## src/rtl/fdivsqrt_pkg.sv

```systemverilog
// Shared types and radix derivation for the divide/sqrt on-the-fly converter.
// Radix 4 is selected by defining FDIVSQRT_OTFC_RADIX4_EN; radix 2 otherwise.
package fdivsqrt_pkg;

  typedef enum logic [0:0] {
    IDLE = 1'b0,
    RUN  = 1'b1
  } state_e;

  typedef logic signed [2:0] digit_t;

`ifdef FDIVSQRT_OTFC_RADIX4_EN
  localparam int L = 2;
`else
  localparam int L = 1;
`endif

  function automatic int iters_of(input int divb);
    return divb / L;
  endfunction

  // Digits beyond the radix's redundant set are illegal.
  function automatic logic digit_legal(input digit_t d);
`ifdef FDIVSQRT_OTFC_RADIX4_EN
    return (d >= -3'sd2) && (d <= 3'sd2);
`else
    return (d >= -3'sd1) && (d <= 3'sd1);
`endif
  endfunction

endpackage

```

## src/rtl/fdivsqrt_otfc_chk.sv

```systemverilog
// Simulation checker: flags accepted digits outside the legal set for the radix
// selected by FDIVSQRT_OTFC_RADIX4_EN.
module fdivsqrt_otfc_chk
  import fdivsqrt_pkg::*;
(
  input logic   clk,
  input logic   reset_n,
  input logic   acc,
  input digit_t digit
);

  // Illegal digits are converted as zero by the datapath; report them here.
  always @(posedge clk) begin
    if (reset_n && acc) begin
      assert (digit_legal(digit)) else $error("illegal otfc digit %0d", digit);
    end
  end

endmodule

```

## src/rtl/fdivsqrt_otfc_step.sv

```systemverilog
// Combinational single-digit update of U/UM for the on-the-fly converter.
// Radix follows FDIVSQRT_OTFC_RADIX4_EN through fdivsqrt_pkg::L.
module fdivsqrt_otfc_step
  import fdivsqrt_pkg::*;
#(
  parameter int DIVb = 64
) (
  input  logic [DIVb:0] u,
  input  logic [DIVb:0] um,
  input  logic [DIVb:0] k,
  input  digit_t        digit,
  output logic [DIVb:0] unext,
  output logic [DIVb:0] umnext
);

  digit_t          d_s;
  digit_t          dm1_s;
  logic [L-1:0]    fu_s;
  logic [L-1:0]    fum_s;
  logic [DIVb:0]   base_u_s;
  logic [DIVb:0]   base_um_s;

  // Low L bits of d and d-1 in two's complement equal d, r+d, d-1, r+d-1 mod r,
  // so only the base (U or UM) depends on the digit sign.
  always_comb begin
    d_s   = digit_legal(digit) ? digit : 3'sd0;
    dm1_s = d_s - 3'sd1;
    fu_s  = d_s[L-1:0];
    fum_s = dm1_s[L-1:0];
    if (d_s[2]) begin
      base_u_s  = um;
      base_um_s = um;
    end else if (d_s == 3'sd0) begin
      base_u_s  = u;
      base_um_s = um;
    end else begin
      base_u_s  = u;
      base_um_s = u;
    end
    unext  = base_u_s  | (k * {{(DIVb+1-L){1'b0}}, fu_s});
    umnext = base_um_s | (k * {{(DIVb+1-L){1'b0}}, fum_s});
  end

endmodule

```

## src/rtl/fdivsqrt_otfc_seq.sv

```systemverilog
// Sequential on-the-fly converter: one signed digit per cycle into U/UM.
// Radix 4 when FDIVSQRT_OTFC_RADIX4_EN is defined, radix 2 otherwise.
module fdivsqrt_otfc_seq
  import fdivsqrt_pkg::*;
#(
  parameter int DIVb = 64
) (
  input  logic          clk,
  input  logic          reset_n,
  input  logic          start,
  input  logic          sqrt,
  input  logic          flush,
  input  logic          digit_valid,
  input  digit_t        digit,
  output logic          digit_ready,
  output logic          busy,
  output logic          done,
  output logic [DIVb:0] U,
  output logic [DIVb:0] UM
);

  localparam int ITERS = iters_of(DIVb);
  localparam int CW    = $clog2(ITERS + 1);

  state_e          state_r, state_nxt_s;
  logic [DIVb:0]   u_r, um_r, k_r;
  logic [DIVb:0]   unext_s, umnext_s;
  logic [CW-1:0]   cnt_r;
  logic            done_r, done_nxt_s;
  logic            acc_s, load_s, step_s, clr_s;

  fdivsqrt_otfc_step #(.DIVb(DIVb)) u_step (
    .u      (u_r),
    .um     (um_r),
    .k      (k_r),
    .digit  (digit),
    .unext  (unext_s),
    .umnext (umnext_s)
  );

  fdivsqrt_otfc_chk u_chk (
    .clk     (clk),
    .reset_n (reset_n),
    .acc     (acc_s),
    .digit   (digit)
  );

  // Next-state and datapath controls; priority flush > start > digit.
  always_comb begin
    state_nxt_s = state_r;
    load_s      = 1'b0;
    step_s      = 1'b0;
    clr_s       = 1'b0;
    done_nxt_s  = 1'b0;
    acc_s       = (state_r == RUN) && digit_valid;
    case (state_r)
      IDLE: begin
        if (flush) begin
          clr_s = 1'b1;
        end else if (start) begin
          load_s      = 1'b1;
          state_nxt_s = RUN;
        end else begin
          state_nxt_s = IDLE;
        end
      end
      RUN: begin
        if (flush) begin
          clr_s       = 1'b1;
          state_nxt_s = IDLE;
        end else if (start) begin
          load_s = 1'b1;
        end else if (acc_s) begin
          step_s = 1'b1;
          if (cnt_r == CW'(ITERS - 1)) begin
            state_nxt_s = IDLE;
            done_nxt_s  = 1'b1;
          end else begin
            state_nxt_s = RUN;
          end
        end else begin
          state_nxt_s = RUN;
        end
      end
      default: begin
        state_nxt_s = IDLE;
      end
    endcase
  end

  // FSM state and completion pulse.
  always_ff @(posedge clk or negedge reset_n) begin
    if (!reset_n) begin
      state_r <= IDLE;
      done_r  <= 1'b0;
    end else begin
      state_r <= state_nxt_s;
      done_r  <= done_nxt_s;
    end
  end

  // Result registers, digit weight K and iteration counter.
  always_ff @(posedge clk or negedge reset_n) begin
    if (!reset_n) begin
      u_r   <= '0;
      um_r  <= '0;
      k_r   <= '0;
      cnt_r <= '0;
    end else if (load_s) begin
      u_r   <= sqrt ? {1'b1, {DIVb{1'b0}}} : {(DIVb+1){1'b0}};
      um_r  <= sqrt ? {(DIVb+1){1'b0}} : {1'b1, {DIVb{1'b0}}};
      k_r   <= {{DIVb{1'b0}}, 1'b1} << (DIVb - L);
      cnt_r <= '0;
    end else if (step_s) begin
      u_r   <= unext_s;
      um_r  <= umnext_s;
      k_r   <= k_r >> L;
      cnt_r <= cnt_r + CW'(1);
    end else if (clr_s) begin
      cnt_r <= '0;
    end
  end

  assign busy        = (state_r == RUN);
  assign digit_ready = busy;
  assign done        = done_r;
  assign U           = u_r;
  assign UM          = um_r;

endmodule

```

## config.mk

```make
export PLATFORM = sky130hd
export DESIGN_NAME = fdivsqrt_otfc_seq
export DESIGN_NICKNAME = d
export VERILOG_FILES = /design/src/rtl/fdivsqrt_pkg.sv /design/src/rtl/fdivsqrt_otfc_chk.sv /design/src/rtl/fdivsqrt_otfc_step.sv /design/src/rtl/fdivsqrt_otfc_seq.sv
export SDC_FILE = /design/constraint.sdc
export NUM_CORES = 1
export LEC_CHECK = 0
export BUFFER_PORTS_ARGS = -buffer_cell sky130_fd_sc_hd__buf_2
export CAP_MARGIN = 10
export CORE_MARGIN = 1.5
export CORE_UTILIZATION = 50
export CTS_CLUSTER_DIAMETER = 150
export DETAILED_ROUTE_END_ITERATION = 6
export GPL_ROUTABILITY_DRIVEN = 1
export PLACE_DENSITY_LB_ADDON = 0.1
export REMOVE_ABC_BUFFERS = 1
export SETUP_SLACK_MARGIN = 0.2
export SYNTH_ARGS = -nofsm -noshare
export SYNTH_HDL_FRONTEND = slang
export SYNTH_SLANG_ARGS = --single-unit
```

## constraint.sdc

```tcl
create_clock -name clk -period 2.4 [get_ports clk]
set_input_delay 0.36 -clock clk [delete_from_list [all_inputs] [get_ports clk]]
set_output_delay 0.36 -clock clk [all_outputs]
set_load 0.02 [all_outputs]
```

==> run_results.csv, run 1 <==
group,metric,value,unit
outcome,status,"finished clean",
synthesis,netlist_top_cells_area,"dfrtp_1 (59%), a221o_1 (7.5%), o2bb2ai_1 (6.6%)",
timing,worstMarginPinSlew,1.03,ns
timing,maxSlewViolCount,0,
clock_network,cts_made_buffers,22,
layout,area_growth,17.7,%
placement,routabilityCongestion,0.810,
synthesis,yosysTopAreaCell,"dfrtp_1",
routing,drc,0,
synthesis,yosysSeqAreaShare,59.5,%
critical_path,cp-end-kind,"register",
timing,max_slew_margin,31.5,%
clock_network,htreeDepth,1,
layout,layout_commonest_cell,"dfrtp_1",
clock_network,root_buffer,"clkbuf_16",
placement,io_buffers,141,
routing,drt_wl_total,22000,um
global_routing,grt_max_degree,68,
global_routing,track_usage,24.6,%
floorplanning,io_pins,142,
layout,drive_above_1_share,25.6,%
pwr,p_leak,0.00510,uW
global_routing,first_global_vias,6461,
critical_path,crit_fanout,64,
floorplanning,rows,47,
timing,period_minus_slack,2.07,ns
hold_path,hold_class,"input pin to register",
routing,via_per_inst,6.54,
synthesis,synth_cell_types,37,
clock_network,clk_latency,0.50,ns
layout,fin_nets,774,
critical_path,setup.worst_path.start_class,"register",
clock_network,postCtsSetupRepairBufs,0,
routing,initialDrtViolationCount,540,
timing,setup_viol_count_final,0,
synthesis,synth-seq-cells,203,
clock_network,clk_pin_slew,0.06,ns
floorplanning,die-area,17900,sq um
critical_path,arrival,2.50,ns
pwr,power.density,710,nW/um^2
layout,antenna_cells,0,
timing,fin_setup_tns,0,ns
global_routing,antenna_found_initial,0,
routing,detailroute.via_count,6529,
routing,first_pass_iters,5,
layout,fill_cells,1366,
synthesis,yosysTopAreaCellShare,59.5,%
critical_path,path_class,"register to register",
timing,grt_setup_unrepaired,"no",
synthesis,syn_area,8540,sq um
synthesis,synth_area_per_cell,13.1,sq um
synthesis,ys_async_sr_fraction,100,%
floorplanning,fp.dieW,134,um
synthesis,synth-edff-count,0,
routing,routedWlPerCell,22.1,um
placement,dp_hpwl,12600,um
floorplanning,initial_core_util,51.3,%
critical_path,cp.required,2.82,ns
timing,fmax,482,MHz
timing,final_hold_viol_count,0,
pwr,finalPower,7130,uW
global_routing,grt-ovfl-total,0,
floorplanning,die_height,134,um
timing,clock-skew-final,0.0107,ns
synthesis,synth_flop_cell,"dfrtp_1",
clock_network,cts_tree,"yes",
layout,final_cell_mix,"dfrtp_1 (203), buf_2 (140), and3_1 (66)",
floorplanning,coreArea,16600,sq um
routing,antenna_left,0,
clock_network,clock_path_buffers,3,
synthesis,netlist_instances,652,
timing,layout_worst_path_cycle_share,86.4,%
clock_network,cts.sinks,203,
job,cap_viol_max_count,0,
global_routing,grt_pass1_wl,35500,um
synthesis,yosysWarnings,0,
pwr,ir_drop,0.512,mV
==> through the flow <==
step / util [%] / setup slack, ns / instances / hold WS (ns) / cell area [sq um]
after floorplan: - / -2.10 / 580 / 0.0644 / 8090
after global placement: 56.1 / 0.0201 / 958 / 0.371 / 9340
after detailed placement: 56.1 / -0.112 / 958 / 0.371 / 9340
after CTS: 60.4 / 0.298 / 998 / 0.0693 / 10100
after global routing: 60.4 / 0.209 / 998 / 0.0806 / 10100
final: 60.4 / 0.326 / 998 / 0.0834 / 10100
==> path summary, 6_finish.rpt <==
kind | startpoint | endpoint | slack (ns) | cells past startpoint
setup reg to reg | busy | UM[1] | 0.33 | 4
hold reg to reg | cnt_r[6] | done | 0.47 | 1
hold / removal | flush | busy | 0.08 | 2
setup / recovery | busy | UM[1] | 0.33 | 4
min in group asynchronous | reset_n | UM[17] | 0.40 | 2
max in group asynchronous | reset_n | U[9] | 1.19 | 3
==> cells in the mapped netlist (3+ instances only) <==
library cell  instances
dfrtp_1             203
buf_4                 7
o21ai_0               4
nor3_1                3
and3_1               67
and2_1                3
a22o_1               63
buf_12                7
clkbuf_1             31
a22oi_1              64
a21oi_1               3
nand3_1               4
a221o_1              64
nor2_1                8
buf_2                21
o2bb2ai_1            64
nand2_1               6
buf_1                 4
==> flip-flops by register name, indices dropped and copies added, names as in the netlist <==
register,cells
busy,1
done,1
cnt_r,7
UM,65
k_r,64
U,65
==> worst max-delay path: stages, from the launching register on <==
cell	delay [ns]
dfrtp_1	0.40
nand2_1	0.18
or2_4	0.32
nor2_8	0.77
a221o_1	0.30
==> power breakdown <==
part	switching, uW	total, uW	internal [uW]
logic	305	387	82.7
registers	10.8	3450	3430
clock network	1330	3300	1970
total	1640	7130	5490
==> routing by layer <==
| metal | up-vias | track usage [%] | share of wire (%) |
|---|---|---|---|
| li1 | 2840 | - | - |
| met1 | 3428 | 35.7 | 44 |
| met2 | 235 | 38.9 | 48 |
| met3 | 26 | 3.42 | 5.6 |
| met4 | 0 | 6.64 | 1.4 |
| met5 | - | 0 | 0 |
==> cells by family after synthesis <==
kind of cell / count (synthesis) / share of synthesized area (%)
AO/OA/AOI/OAI: 267 / 27.1
flip-flops: 203 / 59.5
AND/OR/NAND/NOR: 103 / 7.34
buffers and inverters: 72 / 5.29
XOR/XNOR: 4 / 0.410
adder cells (fa/ha/maj): 2 / 0.293
multiplexers: 1 / 0.117
==> what timing repair did <==
action | in CTS | in global routing
gates resized for setup | 0 | 0
hold buffers | 1 | 0
setup endpoints to repair | 0 | 2
hold endpoints to repair | 54 | 0
==> cell type report <==
type                    instances  area [sq um]  share of cell area, %
clock buffers                  38           702                   6.98
flip-flops and latches        203          5080                   50.5
repair buffers                159           952                   9.47
well taps                     220           275                   2.74
clock inverters                 1          5.00                 0.0498
multi-input cells             377          3040                   30.2
No activity file was read; power rests on OpenSTA's default activity.
==> inputs of run 2 (changes only) <==
--- a/config.mk
+++ b/config.mk
@@ -8,7 +8,7 @@
 export BUFFER_PORTS_ARGS = -buffer_cell sky130_fd_sc_hd__buf_2
 export CAP_MARGIN = 10
 export CORE_MARGIN = 1.5
-export CORE_UTILIZATION = 50
+export CORE_UTILIZATION = 56
 export CTS_CLUSTER_DIAMETER = 150
 export DETAILED_ROUTE_END_ITERATION = 6
 export GPL_ROUTABILITY_DRIVEN = 1
==> run 2 against run 1 <==
Effect of this change: worst hold slack better by 0.011 ns; routed wire length decreased by 0.23%; cell area rose by 0.61%; largest power group is now the clock network; utilization rose by 8.4 points; first-iteration DRC count up 15%; combinational power up 2%; clock-buffer cell count is 7 lower; largest cell class unchanged; final cell count fell by 3.3%; register-to-register slack worse by 0.04 ns; die area is 10% lower; clock skew shrank 0.0048 ns.
==> run_results.csv, run 2 (same netlist as run 1, synthesis figures left out) <==
group,metric,value,unit
outcome,status,"finished clean",
job,cap_viol_max_count,0,
floorplanning,coreArea,14700,sq um
routing,detailroute.via_count,6625,
clock_network,clk_pin_slew,0.06,ns
clock_network,cts.sinks,203,
clock_network,cts_made_buffers,22,
placement,dp_hpwl,12400,um
clock_network,cts_tree,"yes",
global_routing,grt-ovfl-total,0,
layout,area_growth,18.4,%
timing,finalWorstSetupSlack,0.288,ns
pwr,ir_drop,0.429,mV
critical_path,cp.required,2.82,ns
timing,grt_setup_unrepaired,"yes",
clock_network,clk_latency,0.49,ns
global_routing,grt_pass1_wl,36000,um
global_routing,use_met3,4.60,%
critical_path,cp-end-kind,"register",
critical_path,crit_fanout,64,
timing,worstMarginPinSlew,1.00,ns
global_routing,grt_use_met2,45.5,%
routing,first_pass_iters,6,
routing,routedWlPerCell,22.8,um
layout,fin_nets,777,
critical_path,path_class,"register to register",
placement,routabilityCongestion,0.773,
pwr,finalPower,7460,uW
layout,finish.utilization,68.8,%
floorplanning,initial_core_util,58.1,%
floorplanning,rows,44,
global_routing,first_global_vias,6704,
floorplanning,die_height,127,um
floorplanning,die-area,16000,sq um
global_routing,top_usage_layer,"met2",
layout,layout_commonest_cell,"dfrtp_1",
timing,max_slew_margin,33.2,%
layout,final_cell_mix,"dfrtp_1 (203), buf_2 (140), and3_1 (66)",
global_routing,antenna_found_initial,0,
timing,fmax,473,MHz
routing,initialDrtViolationCount,623,
timing,setup_viol_count_final,0,
critical_path,setup.worst_path.start_class,"register",
routing,drc,0,
layout,final_cells,965,
pwr,p_leak,0.00516,uW
clock_network,postCtsSetupRepairBufs,0,
timing,layout_worst_path_cycle_share,88.0,%
timing,period_minus_slack,2.11,ns
routing,drt_wl_total,22000,um
clock_network,cts_resized,0,
global_routing,track_usage,27.6,%
layout,antenna_cells,0,
placement,preCtsSetupSlack,-0.0620,ns
floorplanning,io_pins,142,
floorplanning,fp.dieW,127,um
critical_path,arrival,2.53,ns
timing,maxSlewViolCount,0,
clock_network,root_buffer,"clkbuf_16",
clock_network,htreeDepth,1,
layout,drive_above_1_share,26.8,%
hold_path,hold_class,"input pin to register",
placement,place_inst,925,
clock_network,clock_path_buffers,3,
placement,io_buffers,141,
timing,clock-skew-final,0.00589,ns
routing,via_per_inst,6.87,
pwr,power.density,738,nW/um^2
timing,final_hold_viol_count,0,
routing,antenna_left,0,
global_routing,grt_max_degree,76,
global_routing,grtUsageMet1,38.1,%
run 2: cell count changes in the layout (fill, tap and decap cells not counted), sizes merged:
cell	delta
bufinv	+3
buf	+3
clkinvlp	+1
clkinv	+3
clkbuf	-7
run 2: final timing paths:
path,startpoint,endpoint,slack [ns],cells after the start
max in group asynchronous,reset_n,cnt_r[3],1.25,3
min in group asynchronous,reset_n,U[1],0.43,2
worst max register to register,busy,UM[5],0.29,4
worst min-delay path,flush,busy,0.09,2
worst max-delay path,busy,UM[5],0.29,4
worst min register to register,cnt_r[6],done,0.50,1
run 2: per-layer routing:
metal  vias to the layer above  wire, um
li1                       2838         -
met1                      3432      9290
met2                       312     10700
met3                        43      1580
met4                         0       442
met5                         -         0
run 2: critical path, cell delays in order (launching register included):
cell     delay, ns
dfrtp_1       0.41
nand2_1       0.16
or2_2         0.39
nor2_8        0.77
a221o_1       0.29
run 2: layout make-up:
class | instances | area, sq um
Sequential cell | 203 | 5080
Clock buffer | 31 | 676
Clock inverter | 8 | 118
Fill cell | 1072 | 4580
Timing Repair Buffer | 162 | 975
Multi-Input combinational cell | 377 | 3040
Tap cell | 184 | 230
run 2: report_power, final:
group          internal [uW]  switching (uW)
Sequential              3430            11.2
Clock                   2280            1350
Combinational           88.1             306
run 2: what timing repair did:
action                     in CTS  in global routing
hold endpoints to repair       60                  0
hold buffers                    1                  0
setup endpoints to repair       0                 64
run 2: stage by stage:
stage | setup TNS (ns) | hold WS, ns | area [sq um]
after CTS | 0 | 0.0799 | 10100
after detailed placement | -2.41 | 0.390 | 9310
after floorplan | -309.80 | 0.0644 | 8090
after global placement | 0 | 0.385 | 9310
after global routing | 0 | 0.0908 | 10100
final | 0 | 0.0948 | 10100
==> inputs of run 3 (changes only) <==
--- a/config.mk
+++ b/config.mk
@@ -8,7 +8,7 @@
 export BUFFER_PORTS_ARGS = -buffer_cell sky130_fd_sc_hd__buf_2
 export CAP_MARGIN = 10
 export CORE_MARGIN = 1.5
-export CORE_UTILIZATION = 56
+export CORE_UTILIZATION = 28
 export CTS_CLUSTER_DIAMETER = 150
 export DETAILED_ROUTE_END_ITERATION = 6
 export GPL_ROUTABILITY_DRIVEN = 1
==> run 3 against run 2 <==
Effect of this change: non-clock buffer count is 4 higher; final cell count is 22% higher; first-iteration DRC count is 22% lower; register-to-register slack hardly changed; critical endpoint is now U[2].
==> run_results.csv, run 3 (same netlist as run 1, synthesis figures left out) <==
group,metric,value,unit
job,cap_viol_max_count,0,
layout,layout_commonest_cell,"dfrtp_1",
global_routing,grt_pass1_wl,41500,um
pwr,p_leak,0.00519,uW
routing,antenna_left,0,
critical_path,path_class,"register to register",
floorplanning,die_height,178,um
placement,routabilityCongestion,0.681,
floorplanning,rows,63,
layout,fin_nets,786,
critical_path,crit_fanout,44,
critical_path,slowest_delay,0.44,ns
floorplanning,initial_core_util,28.6,%
placement,preCtsSetupSlack,-0.0596,ns
critical_path,cp.required,2.83,ns
routing,drt_wl_total,27000,um
critical_path,arrival,2.54,ns
layout,antenna_cells,0,
floorplanning,fp.dieW,178,um
clock_network,clk_pin_slew,0.06,ns
critical_path,cp-end-kind,"register",
timing,period_minus_slack,2.11,ns
layout,final_cells,1181,
clock_network,clk_latency,0.51,ns
clock_network,cts_tree,"yes",
global_routing,antenna_found_initial,0,
floorplanning,die-area,31600,sq um
clock_network,postCtsSetupRepairBufs,0,
hold_path,hold_class,"input pin to register",
global_routing,grt_max_degree,74,
placement,dp_hpwl,15000,um
timing,maxSlewViolCount,0,
global_routing,track_usage,16.9,%
timing,layout_worst_path_cycle_share,87.8,%
routing,detailroute.via_count,6538,
routing,via_per_inst,5.54,
pwr,ir_drop,0.428,mV
clock_network,cts.sinks,203,
layout,drive_above_1_share,26.9,%
layout,finish.utilization,35.0,%
pwr,power.density,707,nW/um^2
routing,first_pass_iters,5,
routing,routedWlPerCell,22.9,um
critical_path,setup.worst_path.start_class,"register",
timing,worstMarginPinSlew,0.658,ns
floorplanning,io_pins,142,
critical_path,path_cells,"nand2_1 -> or2_4 -> buf_6 -> o21bai_4 -> clkbuf_16 -> o2bb2ai_1",
placement,place_inst,1134,
timing,clock-skew-final,0.00417,ns
clock_network,root_buffer,"clkbuf_16",
global_routing,grt-ovfl-total,0,
global_routing,first_global_vias,6761,
layout,area_growth,22.3,%
placement,io_buffers,141,
clock_network,cts_made_buffers,25,
timing,final_hold_viol_count,0,
routing,initialDrtViolationCount,486,
routing,drc,0,
timing,whs,0.0840,ns
timing,max_slew_margin,56.2,%
clock_network,htreeDepth,1,
pwr,finalPower,7390,uW
critical_path,cpMaxStageDelayCell,"dfrtp_1",
outcome,status,"finished clean",
timing,grt_setup_unrepaired,"yes",
layout,final_cell_mix,"dfrtp_1 (203), buf_2 (140), and3_1 (66)",
timing,setup_viol_count_final,0,
timing,finalWorstSetupSlack,0.292,ns
timing,fmax,474,MHz
clock_network,clock_path_buffers,3,
floorplanning,coreArea,29900,sq um
run 3: stage by stage:
| stage | setup TNS [ns] | area (sq um) |
|---|---|---|
| 2_1_floorplan | -309.80 | 8090 |
| 3_3_place_gp | -0.856 | 9630 |
| 3_5_place_dp | -2.85 | 9630 |
| 4_1_cts | 0 | 10400 |
| 5_1_grt | 0 | 10500 |
| 6_report | 0 | 10500 |
run 3: final timing paths:
| check | startpoint | end | slack, ns | cells past startpoint |
|---|---|---|---|---|
| max | busy | U[2] | 0.29 | 6 |
| min | flush | busy | 0.08 | 2 |
| max reg2reg | busy | U[2] | 0.29 | 6 |
| min reg2reg | U[14] | U[14] | 0.51 | 1 |
| max in group asynchronous | reset_n | UM[13] | 1.20 | 3 |
| min in group asynchronous | reset_n | U[55] | 0.42 | 2 |
run 3: metal layers:
metal	global-route usage, %	routed length, um	vias to the layer above
met5	0	0	-
met4	4.24	530	0
met3	3.49	1650	39
met2	27.1	12500	218
met1	23.2	12300	3408
li1	-	-	2873
run 3: layout make-up:
cell class	count	area (sq um)
flip-flops and latches	203	5080
fillers	2966	19400
clock inverters	6	33.8
clock buffers	37	721
well taps	390	488
repair buffers	166	1060
multi-input cells	379	3060
run 3: where the power goes:
| group | internal [uW] | total [uW] | switching (uW) | leakage, uW |
|---|---|---|---|---|
| Combinational | 109 | 448 | 339 | 0.00199 |
| Sequential | 3440 | 3450 | 13.4 | 0.00283 |
| Clock | 2060 | 3490 | 1430 | 0.000376 |
| Total | 5610 | 7390 | 1780 | 0.00519 |
run 3: what timing repair did:
action / in CTS / in global routing
pin swaps: 1 / 1
cloned: 1 / 2
setup endpoints to repair: 64 / 96
hold buffers: 1 / 0
hold endpoints to repair: 66 / 0
resized for setup: 0 / 2
run 3: worst max-delay path: cells and delay by family (launching register included):
| kind | cells | cell delay, ns |
|---|---|---|
| flops | 1 | 0.44 |
| simple gates | 2 | 0.58 |
| compound gates | 2 | 0.41 |
| buf+inv | 2 | 0.56 |
